<file path="src/rtl/can_reg_pkg.sv">
// ---------------------------------------------------------------------------
// can_reg_pkg
// Shared definitions for the CAN register bank read path.
//   state_t           : read engine state encoding (IDLE / FETCH / RESP)
//   INT_REG_ADDR      : address of the interrupt (clear-on-read) register
//   FIFO_WIN_ADDR     : address of the RX FIFO read window
//   CLR_MASK_DEFAULT  : default clear-on-read mask (interrupt register only)
// ---------------------------------------------------------------------------
package can_reg_pkg;

  typedef enum logic [1:0] {
    IDLE  = 2'd0,
    FETCH = 2'd1,
    RESP  = 2'd2
  } state_t;

  localparam int          INT_REG_ADDR     = 3;
  localparam int          FIFO_WIN_ADDR    = 16;
  localparam logic [31:0] CLR_MASK_DEFAULT = 32'h0000_0008;

endpackage : can_reg_pkg

</file>
<file path="src/rtl/can_reg_reader_if.sv">
// ---------------------------------------------------------------------------
// can_reg_reader_if
// Host-side read handshake between the bus adapter and the read engine.
//   rd_req  : read request (host -> engine)
//   rd_addr : read address (host -> engine)
//   rd_ack  : one-cycle completion pulse (engine -> host)
//   rd_data : read data, valid from rd_ack (engine -> host)
//   rd_err  : out-of-range flag, pulses with rd_ack (engine -> host)
// Modports: master = host adapter, slave = read engine.
// ---------------------------------------------------------------------------
interface can_reg_reader_if #(
  parameter int WIDTH  = 8,
  parameter int ADDR_W = 5
);

  logic              rd_req;
  logic [ADDR_W-1:0] rd_addr;
  logic              rd_ack;
  logic [WIDTH-1:0]  rd_data;
  logic              rd_err;

  modport master (
    output rd_req, rd_addr,
    input  rd_ack, rd_data, rd_err
  );

  modport slave (
    input  rd_req, rd_addr,
    output rd_ack, rd_data, rd_err
  );

endinterface : can_reg_reader_if

</file>
<file path="src/rtl/can_register_asyn.sv">
// ---------------------------------------------------------------------------
// can_register_asyn
// Generic register with write enable and asynchronous active-high reset.
//   clk : clock
//   rst : asynchronous reset, active high, clears q to 0
//   we  : load enable
//   d   : data in
//   q   : registered data out
// ---------------------------------------------------------------------------
module can_register_asyn #(
  parameter int WIDTH = 8
) (
  input  logic             clk,
  input  logic             rst,
  input  logic             we,
  input  logic [WIDTH-1:0] d,
  output logic [WIDTH-1:0] q
);

  always_ff @(posedge clk or posedge rst) begin
    if (rst) begin
      q <= '0;
    end else if (we) begin
      q <= d;
    end
  end

endmodule : can_register_asyn

</file>
<file path="src/rtl/can_reg_reader.sv">
// ---------------------------------------------------------------------------
// can_reg_reader
// Read engine for the CAN controller register bank. Accepts one read at a
// time, captures the addressed register from the flattened bank bus, and
// returns it with rd_ack two cycles after acceptance. Reads of flagged
// registers raise a one-hot clear strobe, and reads of the RX FIFO window
// raise a pop strobe, both coincident with rd_ack (after the data capture,
// so the host always sees the pre-clear value).
//   clk       : system clock
//   rst_n     : asynchronous active-low reset
//   host      : read handshake (rd_req/rd_addr in, rd_ack/rd_data/rd_err out)
//   reg_bus   : register bank contents, register i at [i*WIDTH +: WIDTH]
//   clr_pulse : one-hot clear strobe to clear-on-read registers
//   fifo_pop  : RX FIFO pop strobe
// All outputs are registered.
// ---------------------------------------------------------------------------
module can_reg_reader
  import can_reg_pkg::*;
#(
  parameter int                  WIDTH     = 8,
  parameter int                  ADDR_W    = 5,
  parameter int                  NUM_REGS  = 32,
  parameter logic [NUM_REGS-1:0] CLR_MASK  = NUM_REGS'(CLR_MASK_DEFAULT),
  parameter int                  FIFO_ADDR = FIFO_WIN_ADDR
) (
  input  logic                      clk,
  input  logic                      rst_n,
  can_reg_reader_if.slave           host,
  input  logic [NUM_REGS*WIDTH-1:0] reg_bus,
  output logic [NUM_REGS-1:0]       clr_pulse,
  output logic                      fifo_pop
);

  // One extra bit so NUM_REGS == 2**ADDR_W still compares correctly.
  localparam logic [ADDR_W:0]   NUM_REGS_W = (ADDR_W + 1)'(NUM_REGS);
  localparam logic [ADDR_W-1:0] FIFO_A     = ADDR_W'(FIFO_ADDR);
  // A window address beyond the implemented bank never pops.
  localparam bit                FIFO_IMPL  = (FIFO_ADDR < NUM_REGS);

  state_t              state, state_nxt;
  logic [ADDR_W-1:0]   addr_q;
  logic                addr_load;
  logic                fetch_we;
  logic                addr_in_range;
  logic [WIDTH-1:0]    sel_data;
  logic [NUM_REGS-1:0] clr_onehot;

  logic                ack_nxt, err_nxt, pop_nxt;
  logic [NUM_REGS-1:0] clr_nxt;
  logic                ack_q, err_q, pop_q;
  logic [NUM_REGS-1:0] clr_q;
  logic [WIDTH-1:0]    rd_data_q;
  logic                rst;

  assign addr_in_range = ({1'b0, addr_q} < NUM_REGS_W);

  // Register select and clear strobe decode. An address with no matching
  // register leaves both at zero, which is exactly the out-of-range result.
  always_comb begin
    sel_data   = '0;
    clr_onehot = '0;
    for (int i = 0; i < NUM_REGS; i++) begin
      if (addr_q == ADDR_W'(i)) begin
        sel_data      = reg_bus[i*WIDTH +: WIDTH];
        clr_onehot[i] = CLR_MASK[i];
      end
    end
  end

  // State and address latch.
  always_ff @(posedge clk or negedge rst_n) begin
    // NOTE: non-blocking assignments so every flop samples pre-edge values.
    if (!rst_n) begin
      state  <= IDLE;
      addr_q <= '0;
    end else begin
      state <= state_nxt;
      if (addr_load) begin
        addr_q <= host.rd_addr;
      end
    end
  end

  // Next state and next values of the registered response outputs.
  always_comb begin
    // NOTE: every signal gets a default first so no latch is inferred.
    state_nxt = state;
    addr_load = 1'b0;
    fetch_we  = 1'b0;
    ack_nxt   = 1'b0;
    err_nxt   = 1'b0;
    clr_nxt   = '0;
    pop_nxt   = 1'b0;
    unique case (state)
      IDLE: begin
        if (host.rd_req) begin
          addr_load = 1'b1;
          state_nxt = FETCH;
        end
      end
      FETCH: begin
        fetch_we  = 1'b1;
        state_nxt = RESP;
      end
      RESP: begin
        ack_nxt   = 1'b1;
        err_nxt   = ~addr_in_range;
        clr_nxt   = clr_onehot;
        pop_nxt   = FIFO_IMPL && (addr_q == FIFO_A);
        state_nxt = IDLE;
      end
      default: state_nxt = IDLE;
    endcase
  end

  // Response strobes are registered so they rise on the edge leaving RESP.
  always_ff @(posedge clk or negedge rst_n) begin
    if (!rst_n) begin
      ack_q <= 1'b0;
      err_q <= 1'b0;
      clr_q <= '0;
      pop_q <= 1'b0;
    end else begin
      ack_q <= ack_nxt;
      err_q <= err_nxt;
      clr_q <= clr_nxt;
      pop_q <= pop_nxt;
    end
  end

  // Read data holding register: loaded once at the FETCH edge, held until
  // the next accepted read reaches FETCH.
  assign rst = ~rst_n;

  can_register_asyn #(
    .WIDTH (WIDTH)
  ) u_rd_data (
    .clk (clk),
    .rst (rst),
    .we  (fetch_we),
    .d   (sel_data),
    .q   (rd_data_q)
  );

  assign host.rd_ack  = ack_q;
  assign host.rd_err  = err_q;
  assign host.rd_data = rd_data_q;
  assign clr_pulse    = clr_q;
  assign fifo_pop     = pop_q;

endmodule : can_reg_reader

</file>
<file path="src/flat_wrapper.sv">
// flat-port wrapper written by rule: the top's interface ports become plain ports
module can_reg_reader_flat import can_reg_pkg::*;
#(
  parameter int                  WIDTH     = 8,
  parameter int                  ADDR_W    = 5,
  parameter int                  NUM_REGS  = 32,
  parameter logic [NUM_REGS-1:0] CLR_MASK  = NUM_REGS'(CLR_MASK_DEFAULT),
  parameter int                  FIFO_ADDR = FIFO_WIN_ADDR
)
  (clk, rst_n, reg_bus, clr_pulse, fifo_pop, host_rd_req, host_rd_addr, host_rd_ack, host_rd_data, host_rd_err);
  can_reg_reader_if #(.WIDTH(WIDTH), .ADDR_W(ADDR_W)) host_i ();
  input  logic clk;
  input  logic rst_n;
  input  logic [NUM_REGS*WIDTH-1:0] reg_bus;
  output logic [NUM_REGS-1:0] clr_pulse;
  output logic fifo_pop;
  input wire logic [$bits(host_i.rd_req)-1:0] host_rd_req;
  input wire logic [$bits(host_i.rd_addr)-1:0] host_rd_addr;
  output wire logic [$bits(host_i.rd_ack)-1:0] host_rd_ack;
  output wire logic [$bits(host_i.rd_data)-1:0] host_rd_data;
  output wire logic [$bits(host_i.rd_err)-1:0] host_rd_err;
  assign host_i.rd_req = host_rd_req;
  assign host_i.rd_addr = host_rd_addr;
  assign host_rd_ack = host_i.rd_ack;
  assign host_rd_data = host_i.rd_data;
  assign host_rd_err = host_i.rd_err;
  can_reg_reader #(.WIDTH(WIDTH), .ADDR_W(ADDR_W), .NUM_REGS(NUM_REGS), .CLR_MASK(CLR_MASK), .FIFO_ADDR(FIFO_ADDR)) u_core (.clk(clk), .rst_n(rst_n), .host(host_i), .reg_bus(reg_bus), .clr_pulse(clr_pulse), .fifo_pop(fifo_pop));
endmodule
</file>
<file path="config.mk">
export PLATFORM = sky130hd
export DESIGN_NAME = can_reg_reader_flat
export DESIGN_NICKNAME = d
export VERILOG_FILES = /design/src/rtl/can_reg_pkg.sv /design/src/rtl/can_reg_reader_if.sv /design/src/rtl/can_register_asyn.sv /design/src/rtl/can_reg_reader.sv /design/src/flat_wrapper.sv
export SDC_FILE = /design/constraint.sdc
export NUM_CORES = 1
export LEC_CHECK = 0
export ABC_CLOCK_PERIOD_IN_PS = 2150
export BUFFER_PORTS_ARGS = -buffer_cell sky130_fd_sc_hd__buf_4
export CAP_MARGIN = 10
export CELL_PAD_IN_SITES_DETAIL_PLACEMENT = 1
export CELL_PAD_IN_SITES_GLOBAL_PLACEMENT = 2
export CORE_MARGIN = 2
export CORE_UTILIZATION = 21
export CTS_CLUSTER_DIAMETER = 120
export DETAILED_ROUTE_END_ITERATION = 10
export PLACE_DENSITY_LB_ADDON = 0.1
export SYNTH_ARGS = -nofsm -noshare
export SYNTH_HDL_FRONTEND = slang
export SYNTH_SLANG_ARGS = --single-unit
</file>
<file path="constraint.sdc">
create_clock -name clk -period 2.15 [get_ports clk]
set_input_delay 0 -clock clk [delete_from_list [all_inputs] [get_ports clk]]
set_output_delay 0 -clock clk [all_outputs]
set_load 0.01 [all_outputs]
</file>
Word level (Yosys, flattened, before mapping):

Index checks and enable logic that the tools add are counted.

* logic and storage cells: 83
* input bits: 264
* register bits after elaboration: 21

* equal/unequal tests: 34
* multiplexer cells: 41
* reduce and logical (&&, ||, !) cells: 2

Operators by type and width (count)
* 8-bit 2-to-1 mux: 32
* 5-bit equality test (second input constant): 16
* 5-bit by 4-bit equality test with 1-bit output (second input constant): 8
* 5-bit by 3-bit equality test with 1-bit output (second input constant): 4
* 5-bit by 2-bit equality test with 1-bit output (second input constant): 2
* 1-bit 2-to-1 mux: 6
* 5-bit by 1-bit equality test with 1-bit output (second input constant): 1
* 5-bit logical NOT: 1
* 4-bit 2-to-1 mux: 1
* 2-bit case mux with 2 select lines: 1
* 2-bit by 1-bit equality test with 1-bit output (second input constant): 1
* 2-bit equality test (second input constant): 1
* 2-bit logical NOT: 1
* 2-bit 2-to-1 mux: 1
* 2-bit inequality test (second input constant): 1

Longest topological paths before layout:

Gate-level depths: netlist of the first run.

* word-level depth: 33
* gate-level depth with buffers: 10
* gate-level depth less buffers: 6

Cells and area by module:

Synthesis of the first run repeated with hierarchy kept, for this count alone.

* cells, all modules: 637
* area total of the unflattened synthesis: 4428.0 sq um

Modules (own cells, without submodules)
* can_reg_reader: area each 4092.7 sq um, times used 1, cells each 619, seq. area each 250.2 sq um
* can_register_asyn: area each 335.3 sq um, times used 1, cells each 18, seq. area each 200.2 sq um

Worst setup path after synthesis of the first run:

OpenSTA, ideal clock, no wires.

* path kind: register to register
* start point: reg u_core.addr_q[0]
* end point: reg u_core.u_rd_data.q[1]
* arrival time: 1711 ps
* required time: 2022 ps
* stages on the path, launching flop included: 9
* library setup time: 128 ps
* buffers on the path: 2
* path slack: 311 ps
* period minus slack after synthesis: 1839 ps
* path through: dfrtp_1 > buf_6 > and2b_1 > buf_2 > o2bb2ai_1 > a221o_1 > a221o_1 > a41oi_1 > o22ai_1

* longest elaborated chain between the ends: 33
* elaborated cells between the ends (all ways): 64
* classes of those cells: eq/ne: 31; mux: 32; reduce/logical: 1

Ends and longest elaborated chain
* start: declaration: RTL line can_reg_reader.sv:41 `logic [ADDR_W-1:0] addr_q;`
* start signal: assignment: RTL line can_reg_reader.sv:79 `addr_q <= host.rd_addr;`
* 5-bit logical NOT: RTL line can_reg_reader.sv:63 `if (addr_q == ADDR_W'(i)) begin`
* 8-bit 2-to-1 mux (31 in series): RTL line can_reg_reader.sv:63
* 8-bit 2-to-1 mux *: RTL line can_reg_reader.sv:63
* end signal: assignment: RTL line can_register_asyn.sv:22 `q <= '0;`
* end signal: assignment: RTL line can_register_asyn.sv:24 `q <= d;`
* end: declaration: RTL line can_register_asyn.sv:17 `output logic [WIDTH-1:0] q`

Every way passes the cells marked *; elsewhere a longest branch is shown, timed or not.
A chain may end at the register's enable or synchronous reset.

Worst setup path in the final report of the first run:

* start point: reg u_core.addr_q[1]
* end point: reg u_core.u_rd_data.q[1]

Same word-level chain as after synthesis.

==> flow_summary.toml, run 1 <==
[setup_path]
critPathKind = "register to register"
crit_path_max_incr_delay_ns = 0.47
crit_fanout = 5
timing.critical_path.mode_cell = "a221o_1"
endpoint_kind = "register"
critPathRequiredTime_ns = 2.31
worst_ep_arrival_time_ns = 2.36
critPathSlowestCell = "dfrtp_4"
cp_cell_sequence = "buf_6 > and2b_1 > o2bb2ai_1 > a221o_1 > a221o_1 > a41oi_2 > o22ai_1"
crit_path_start_kind = "register"

[yosys]
ys_seq_area_frac = 0.102
synth_ff_type = "dfrtp_1"
yosys_warnings = 0
yosysTopAreaCell = "dfrtp_1"
ys_top_cells_by_area = "dfrtp_1 10%, mux2i_1 9.5%, buf_4 7.1%"
syn-instance-count = 604
netlist.area_leader.share = 0.102
synth_edf_count = 0
ys_ff_latch = 18
synth_area_um2 = 4420
syn_avg_cell_area_um2 = 7.32
ys_types = 78
ys_async_sr_fraction = 1.00

[sta]
hold_viol = 0
setup_viol = 4
fmax_mhz = 453
timing.final.crit_share = 1.03
finalWorstSetupSlack_ns = -0.0569
rsz0062_at_grt = "true"
slew_violations = 0
tns_ns = -0.105
holdWs_ns = 0.0187
finalClockSkew_ns = 0.0167
min_period_ns = 2.21

[pwr]
p_int_mw = 3.15
clkPwrFrac = 0.077
p_sw_frac = 0.487
comb_power_share = 0.828
powerDensity_nw_per_um2 = 749
seqPwrFrac = 0.095
power_switching_mw = 2.98
leakagePower_nw = 3.66
ir_drop_uv = 304

[clocking]
clk_latency_ns = 0.28
cts_tree = "yes"
cts-htree-levels = 1
clk_pin_slew_worst_paths_ns = 0.08
root_buffer = "clkbuf_16"
cts.sinks = 18
cts_inserted_buffers = 3
clk_path_buf_depth = 2

[detailed_routing]
drt_pass1_iterations = 5
wl_per_cell_um = 25.5
ant_nets = 0
via_count = 6487
top_layer = "met4"
wl_met1_um = 14000
wl_met3_um = 1780
routed_wl_um = 31700
wl_met2_um = 15300
drc = 0
viasPerCell = 5.22
drtIter0Drc = 310

[layout]
layout-drive-gt1-share = 0.533
utilization = 0.393
fin_nets = 1232
layout_common_cells = "384 x buf_4, 45 x nand2_1, 45 x a21oi_1"
nFillCells = 2578
syn_to_final_growth_pct = 84.9
final_common_cell = "buf_4"
n_antenna_cell = 0

[floorplanning]
die_y_um = 149
core_um2 = 20800
placementRows = 53
die_width_um = 149
initial_core_util = 0.212
dieArea_um2 = 22200
io_pins = 307

[run]
cap_violations = 0

[global_routing]
grt_overflow_total = 0
grt_max_degree = 25
grt_pass1_vias = 6945
antenna_found_initial = 0
grtUsageTotal = 0.273
grt_first_pass_wirelength_um = 44900

[place]
routabilityCongestion = 0.907
dp_hpwl_um = 25900
portBuffers = 274

[hold_path]
min_path_type = "input port to register"

[run_status]
status = "finished, violations left"
failed_checks = "setup timing"
-- cell usage after synthesis (14+ instances only) --
| cell type | count |
|---|---|
| a21oi_1 | 50 |
| buf_2 | 30 |
| buf_4 | 42 |
| dfrtp_1 | 18 |
| mux2i_1 | 42 |
| nand2_1 | 45 |
| nand2b_1 | 14 |
| nand3_1 | 16 |
| nor2_1 | 35 |
| nor3_1 | 18 |
| o21ai_0 | 50 |
| o22ai_1 | 14 |
-- cells by family after synthesis --
family / share of synthesized area
muxes: 0.154
buffers and inverters: 0.148
and+or+nand+nor: 0.232
AOI/OAI and AO/OA: 0.363
DFF: 0.102
other: 0.000848
-- sequential cells by signal, summed over array words and instances (netlist names) --
register            count
u_core.u_rd_data.q      8
u_core.clr_pulse        1
u_core.host.rd_ack      1
u_core.state            2
u_core.fifo_pop         1
u_core.addr_q           5
-- layout make-up --
type,count,area (um2),area share
timing repair buffer,421,3410,0.417
clock buffer,4,88.8,0.0109
tap,275,344,0.0421
multi-input combinational,513,3830,0.468
sequential,18,460,0.0563
inverter,11,45.0,0.00551
-- power by group through the flow --
stage / logic [mW] / registers, mW / clock network (mW)
floorplan: 2.22 / 0.540 / 0
global placement: 4.30 / 0.614 / 0
detailed placement: 4.30 / 0.613 / 0
CTS: 4.75 / 0.570 / 0.477
global route: 5.36 / 0.590 / 0.483
finish: 5.08 / 0.582 / 0.472
-- layer usage --
layer | global-route usage | vias up
met5 | 0 | -
met3 | 0.0291 | 29
met2 | 0.474 | 268
met4 | 0.0586 | 0
li1 | - | 2995
met1 | 0.365 | 3195
-- critical path, delay by kind of cell, from the launching register on --
kind	cells	cell delay, ns
simple gates	1	0.23
compound gates	5	1.24
flops	1	0.47
buf+inv	1	0.15
-- worst paths after layout --
check                                 start                     to  slack [ns]  depth (start not counted)
min reg2reg                 u_core.state[0]     u_core.host.rd_ack        0.53                          1
max reg2reg                u_core.addr_q[1]  u_core.u_rd_data.q[1]       -0.06                          7
min in group asynchronous             rst_n  u_core.u_rd_data.q[1]        0.14                          2
max                        u_core.addr_q[1]  u_core.u_rd_data.q[1]       -0.06                          7
max in group asynchronous             rst_n       u_core.addr_q[0]        1.72                          2
min                         host_rd_addr[0]       u_core.addr_q[0]        0.02                          3
-- stage by stage --
step | setup slack (ns) | total power [mW] | instance area (um2) | instances
after CTS | -0.0752 | 5.80 | 7880 | 1239
after global placement | -0.229 | 4.92 | 7370 | 1214
after detailed placement | -0.235 | 4.91 | 7370 | 1214
after floorplan | 0.311 | 2.76 | 4540 | 635
final | -0.0569 | 6.13 | 8180 | 1242
after global routing | -0.118 | 6.44 | 8180 | 1242
-- repair_timing --
action | 4_1_cts | 5_1_grt
cloned | 1 | 0
buffers inserted | 18 | 4
gates resized for setup | 54 | 64
hold buffers | 5 | 0
pin swaps | 20 | 23
endpoints found under the hold margin | 22 | 0
setup endpoints to repair | 8 | 8
Note: power is estimated with default switching activity, not from simulation.
==> inputs of run 2 (changes only) <==
--- a/config.mk
+++ b/config.mk
@@ -15,6 +15,7 @@
 export CTS_CLUSTER_DIAMETER = 120
 export DETAILED_ROUTE_END_ITERATION = 10
 export PLACE_DENSITY_LB_ADDON = 0.1
+export RECOVER_POWER = 100
 export SYNTH_ARGS = -nofsm -noshare
 export SYNTH_HDL_FRONTEND = slang
 export SYNTH_SLANG_ARGS = --single-unit
==> run 2 against run 1 <==
  * The flow still finishes with violations (setup timing)
  * Clock power is 1% lower
  * Clock skew is 0.00071 ns higher
  * Sequential share of layout area hardly changed
  * Highest routed layer unchanged
  * Wire length hardly changed
==> flow_summary.toml, run 2 (synthesized netlist as in run 1, its figures left out) <==
[setup_path]
crit_fanout = 5
path_buf_inv = 1
reg2regPathDepth = 7
crit_family = "compound AO/OA/AOI/OAI gates"
rr_endpoint = "u_core.u_rd_data.q[1]"
endpoint_kind = "register"
timing.critical_path.mode_cell = "a221o_1"
timing.rr.start = "u_core.addr_q[1]"
critPathRequiredTime_ns = 2.30
cp_cell_sequence = "buf_6 > and2b_1 > o2bb2ai_1 > a221o_1 > a221o_1 > a41oi_2 > o22ai_1"
critPathKind = "register to register"
crit_path_max_incr_delay_ns = 0.47
critPathSlowestCell = "dfrtp_4"
crit_path_start_kind = "register"
worst_ep_arrival_time_ns = 2.36
rrSetupSlack_ns = -0.05

[clocking]
cts_inserted_buffers = 3
clk_path_buf_depth = 2
cts-htree-levels = 1
clk_latency_ns = 0.27
cts.sinks = 18
cts_tree = "yes"
clk_pin_slew_worst_paths_ns = 0.08
root_buffer = "clkbuf_16"

[detailed_routing]
via_count = 6515
drt_pass1_iterations = 5
ant_nets = 0
drc = 0
wl_per_cell_um = 25.5
routed_wl_um = 31700
viasPerCell = 5.25
drtIter0Drc = 312

[layout]
syn_to_final_growth_pct = 83.8
final_common_cell = "buf_4"
n_antenna_cell = 0
instances_no_fill = 1242
top_regs = "u_core.u_rd_data.q x8, u_core.addr_q x5, u_core.state x2"
fin_nets = 1232
largest_reg_flops = 8
layout-drive-gt1-share = 0.519
regMostFlops = "u_core.u_rd_data.q"
layout_common_cells = "371 x buf_4, 45 x nand2_1, 45 x a21oi_1"

[pwr]
leakagePower_nw = 3.61
ir_drop_uv = 298
powerDensity_nw_per_um2 = 744

[global_routing]
grtUsageTotal = 0.273
grt_first_pass_wirelength_um = 44900
grt_pass1_vias = 6945
grt_max_degree = 25
grt_overflow_total = 0
antenna_found_initial = 0

[sta]
tns_ns = -0.0781
maxSlewHeadroom = 0.157
tightest_slew_ns = 1.27
timing.final.crit_share = 1.02
slew_violations = 0
finalClockSkew_ns = 0.0174
min_period_ns = 2.20
rsz0062_at_grt = "true"
fmax_mhz = 454
hold_viol = 0
setup_viol = 3
finalWorstSetupSlack_ns = -0.0508

[hold_path]
hold_depth = 3
min_from = "reg_bus[254]"
min_path_type = "input port to register"
hold_path_end = "u_core.u_rd_data.q[6]"

[floorplanning]
die_y_um = 149
core_um2 = 20800
initial_core_util = 0.212
dieArea_um2 = 22200
die_width_um = 149
io_pins = 307
placementRows = 53

[run]
cap_violations = 0

[place]
dp_hpwl_um = 25900
routabilityCongestion = 0.907
portBuffers = 274
dp.cells = 1214

[run_status]
status = "finished, violations left"
failed_checks = "setup timing"
==> run 2: layout make-up <==
cell class	count	area, um2
clock buffers	4	88.8
fillers	2585	12700
inverters	11	45.0
multi-input cells	513	3830
flip-flops and latches	18	460
well taps	275	344
repair buffers	421	3360
==> run 2: worst min-delay path, delay by kind of cell <==
kind | cells | cell delay, ns
compound gates | 2 | 0.16
buf+inv | 1 | 0.08
==> run 2: repair_timing <==
action | in CTS | in global routing
hold buffers | 5 | 0
gates cloned | 1 | 0
pin swaps | 20 | 23
buffers inserted | 18 | 4
setup endpoints to repair | 8 | 8
gates resized for setup | 54 | 64
endpoints found under the hold margin | 22 | 0
==> run 2: metal layers <==
layer	part of all wire	wire length (um)	GRT usage
met1	0.44	13900	0.365
met2	0.49	15400	0.474
met3	0.058	1830	0.0291
met4	0.019	605	0.0586
met5	0	0	0
==> run 2: worst max path at each step <==
stage,to,start,depth (start not counted)
5_1_grt,u_core.u_rd_data.q[3],u_core.addr_q[0],7
3_3_place_gp,u_core.u_rd_data.q[0],u_core.addr_q[1],7
2_1_floorplan,u_core.u_rd_data.q[1],u_core.addr_q[0],8
4_1_cts,u_core.u_rd_data.q[1],u_core.addr_q[1],7
6_report,u_core.u_rd_data.q[1],u_core.addr_q[1],7
3_5_place_dp,u_core.u_rd_data.q[3],u_core.addr_q[1],8
==> run 2: per-stage QoR <==
| stage | utilization | power, mW | instance area (um2) | setup slack, ns | hold slack [ns] |
|---|---|---|---|---|---|
| after global routing | 0.391 | 6.37 | 8130 | -0.118 | 0.0448 |
| final | 0.391 | 6.05 | 8130 | -0.0508 | 0.0178 |
| after detailed placement | 0.354 | 4.91 | 7370 | -0.235 | -0.0889 |
| after global placement | 0.354 | 4.92 | 7370 | -0.229 | -0.0926 |
| after CTS | 0.378 | 5.80 | 7880 | -0.0752 | 0.0166 |
| after floorplan | - | 2.76 | 4540 | 0.311 | -0.296 |
==> run 2: power by group <==
group	internal [mW]	switching [mW]	leakage [nW]	total, mW
registers	0.451	0.126	0.220	0.576
clock network	0.286	0.181	0.0442	0.466
logic	2.35	2.66	3.35	5.01
==> inputs of run 3 (changes only) <==
--- a/config.mk
+++ b/config.mk
@@ -15,7 +15,7 @@
 export CTS_CLUSTER_DIAMETER = 120
 export DETAILED_ROUTE_END_ITERATION = 10
 export PLACE_DENSITY_LB_ADDON = 0.1
-export RECOVER_POWER = 100
+export RECOVER_POWER = 25
 export SYNTH_ARGS = -nofsm -noshare
 export SYNTH_HDL_FRONTEND = slang
 export SYNTH_SLANG_ARGS = --single-unit
==> constraint.sdc (replaced) <==
create_clock -name clk -period 2.15 [get_ports clk]
set_input_delay 0.215 -clock clk [delete_from_list [all_inputs] [get_ports clk]]
set_output_delay 0.215 -clock clk [all_outputs]
set_load 0.01 [all_outputs]
==> run 3 against run 2 <==
  * The run still ends with setup timing left
  * Clock skew fell by 0.0010 ns
  * Critical path depth did not move
  * Sequential power rose by 0.9%
  * Hold slack improved by 0.15 ns
  * Via count barely moved
  * Power rose by 1.1%
  * Setup slack improved by 0.0068 ns
  * Register-to-register slack barely moved
==> flow_summary.toml, run 3 (synthesized netlist as in run 1, its figures left out) <==
[pwr]
comb_power_share = 0.829
powerDensity_nw_per_um2 = 752
power_switching_mw = 2.98
leakagePower_nw = 3.64
seqPwrFrac = 0.095
finalPower_mw = 6.12
ir_drop_uv = 300
p_int_mw = 3.14
p_sw_frac = 0.486
clkPwrFrac = 0.076

[sta]
hold_viol = 0
min_period_ns = 2.19
holdWs_ns = 0.170
slew_violations = 0
fmax_mhz = 456
finalClockSkew_ns = 0.0164
maxSlewHeadroom = 0.144
tns_ns = -0.104
setup_viol = 4
tightest_slew_ns = 1.28
finalWorstSetupSlack_ns = -0.0440
timing.final.crit_share = 1.02
rsz0062_at_grt = "true"

[global_routing]
grt_max_degree = 25
grt_pass1_vias = 6928
grt_first_pass_wirelength_um = 44800
grt_overflow_total = 0
antenna_found_initial = 0
grtUsageTotal = 0.272

[place]
dp.cells = 1214
portBuffers = 274
dp_hpwl_um = 25900
place_ws_ns = -0.235
routabilityCongestion = 0.907

[setup_path]
worst_ep_arrival_time_ns = 2.35
timing.critical_path.mode_cell = "a221o_1"
critPathKind = "register to register"
critPathSlowestCell = "dfrtp_4"
crit_path_max_incr_delay_ns = 0.47
endpoint_kind = "register"
crit_fanout = 5
crit_path_start_kind = "register"
cp_cell_sequence = "buf_6 > and2b_1 > o2bb2ai_1 > a221o_1 > a221o_1 > a41oi_2 > o22ai_1"
critPathRequiredTime_ns = 2.30

[floorplanning]
initial_core_util = 0.212
placementRows = 53
io_pins = 307
dieArea_um2 = 22200
die_y_um = 149
die_width_um = 149
core_um2 = 20800

[layout]
layout-drive-gt1-share = 0.534
regMostFlops = "u_core.u_rd_data.q"
syn_to_final_growth_pct = 83.9
layout_common_cells = "383 x buf_4, 45 x nand2_1, 45 x a21oi_1"
largest_reg_flops = 8
fin_nets = 1228
final_common_cell = "buf_4"
top_regs = "u_core.u_rd_data.q x8, u_core.addr_q x5, u_core.state x2"
instances_no_fill = 1238
n_antenna_cell = 0

[detailed_routing]
drtIter0Drc = 347
viasPerCell = 5.26
wl_per_cell_um = 25.5
ant_nets = 0
via_count = 6509
routed_wl_um = 31600
drt_pass1_iterations = 5
drc = 0

[clocking]
cts_tree = "yes"
clk_latency_ns = 0.27
clk_path_buf_depth = 2
cts-htree-levels = 1
cts.sinks = 18
clk_pin_slew_worst_paths_ns = 0.08
root_buffer = "clkbuf_16"
cts_inserted_buffers = 3

[run_status]
status = "finished, violations left"
failed_checks = "setup timing"

[hold_path]
min_path_type = "input port to register"

[run]
cap_violations = 0
## run 3: changes by cell type in the layout (fill, tap and decap cells not counted), sizes merged
| cell | change |
|---|---|
| clkbuf | -12 |
| buf | +12 |
| dlygate4sd3 | -4 |
## run 3: layout make-up
cell class | instances | area, um2
tap | 275 | 344
multi-input combinational | 513 | 3830
timing repair buffer | 417 | 3370
inverter | 11 | 45.0
fill | 2577 | 12700
sequential | 18 | 460
clock buffer | 4 | 88.8
## run 3: worst paths after layout
path                                   from                     to  slack [ns]  cells after the start
setup / recovery           u_core.addr_q[1]  u_core.u_rd_data.q[1]       -0.04                      7
hold / removal              host_rd_addr[2]       u_core.addr_q[2]        0.17                      3
setup reg to reg           u_core.addr_q[1]  u_core.u_rd_data.q[1]       -0.04                      7
hold reg to reg             u_core.state[0]     u_core.host.rd_ack        0.54                      1
max in group asynchronous             rst_n       u_core.addr_q[0]        0.47                      2
min in group asynchronous             rst_n  u_core.u_rd_data.q[1]        0.73                      2
## run 3: metrics by stage
stage | utilization | instance area [um2]
floorplan | - | 4540
global placement | 0.354 | 7370
detailed placement | 0.354 | 7370
CTS | 0.377 | 7840
global route | 0.391 | 8140
finish | 0.391 | 8140
## run 3: metal layers
| layer | share of wire | vias up | GRT usage |
|---|---|---|---|
| met5 | 0 | - | 0 |
| li1 | - | 2989 | - |
| met4 | 0.019 | 0 | 0.0586 |
| met1 | 0.44 | 3237 | 0.364 |
| met2 | 0.48 | 254 | 0.472 |
| met3 | 0.054 | 29 | 0.0291 |
## run 3: repair_timing
| action | 4_1_cts | 5_1_grt |
|---|---|---|
| resized for setup | 54 | 64 |
| gates cloned | 1 | 0 |
| hold buffers | 1 | 0 |
| endpoints found under the setup margin | 8 | 8 |
| endpoints found under the hold margin | 18 | 0 |
| pin swaps | 20 | 23 |
| setup buffers | 18 | 4 |
## run 3: critical path: cells and delay by family, from the launching register on
| kind | cells | cell delay [ns] |
|---|---|---|
| AND/OR/NAND/NOR | 1 | 0.23 |
| AO/OA/AOI/OAI | 5 | 1.23 |
| buffers and inverters | 1 | 0.15 |
| flip-flops | 1 | 0.47 |
## run 3: power groups by stage
stage / combinational [mW] / sequential [mW] / clock (mW)
after detailed placement: 4.30 / 0.613 / 0
final: 5.07 / 0.581 / 0.466
after global placement: 4.30 / 0.614 / 0
after floorplan: 2.22 / 0.540 / 0
after CTS: 4.75 / 0.570 / 0.477
after global routing: 5.35 / 0.590 / 0.483
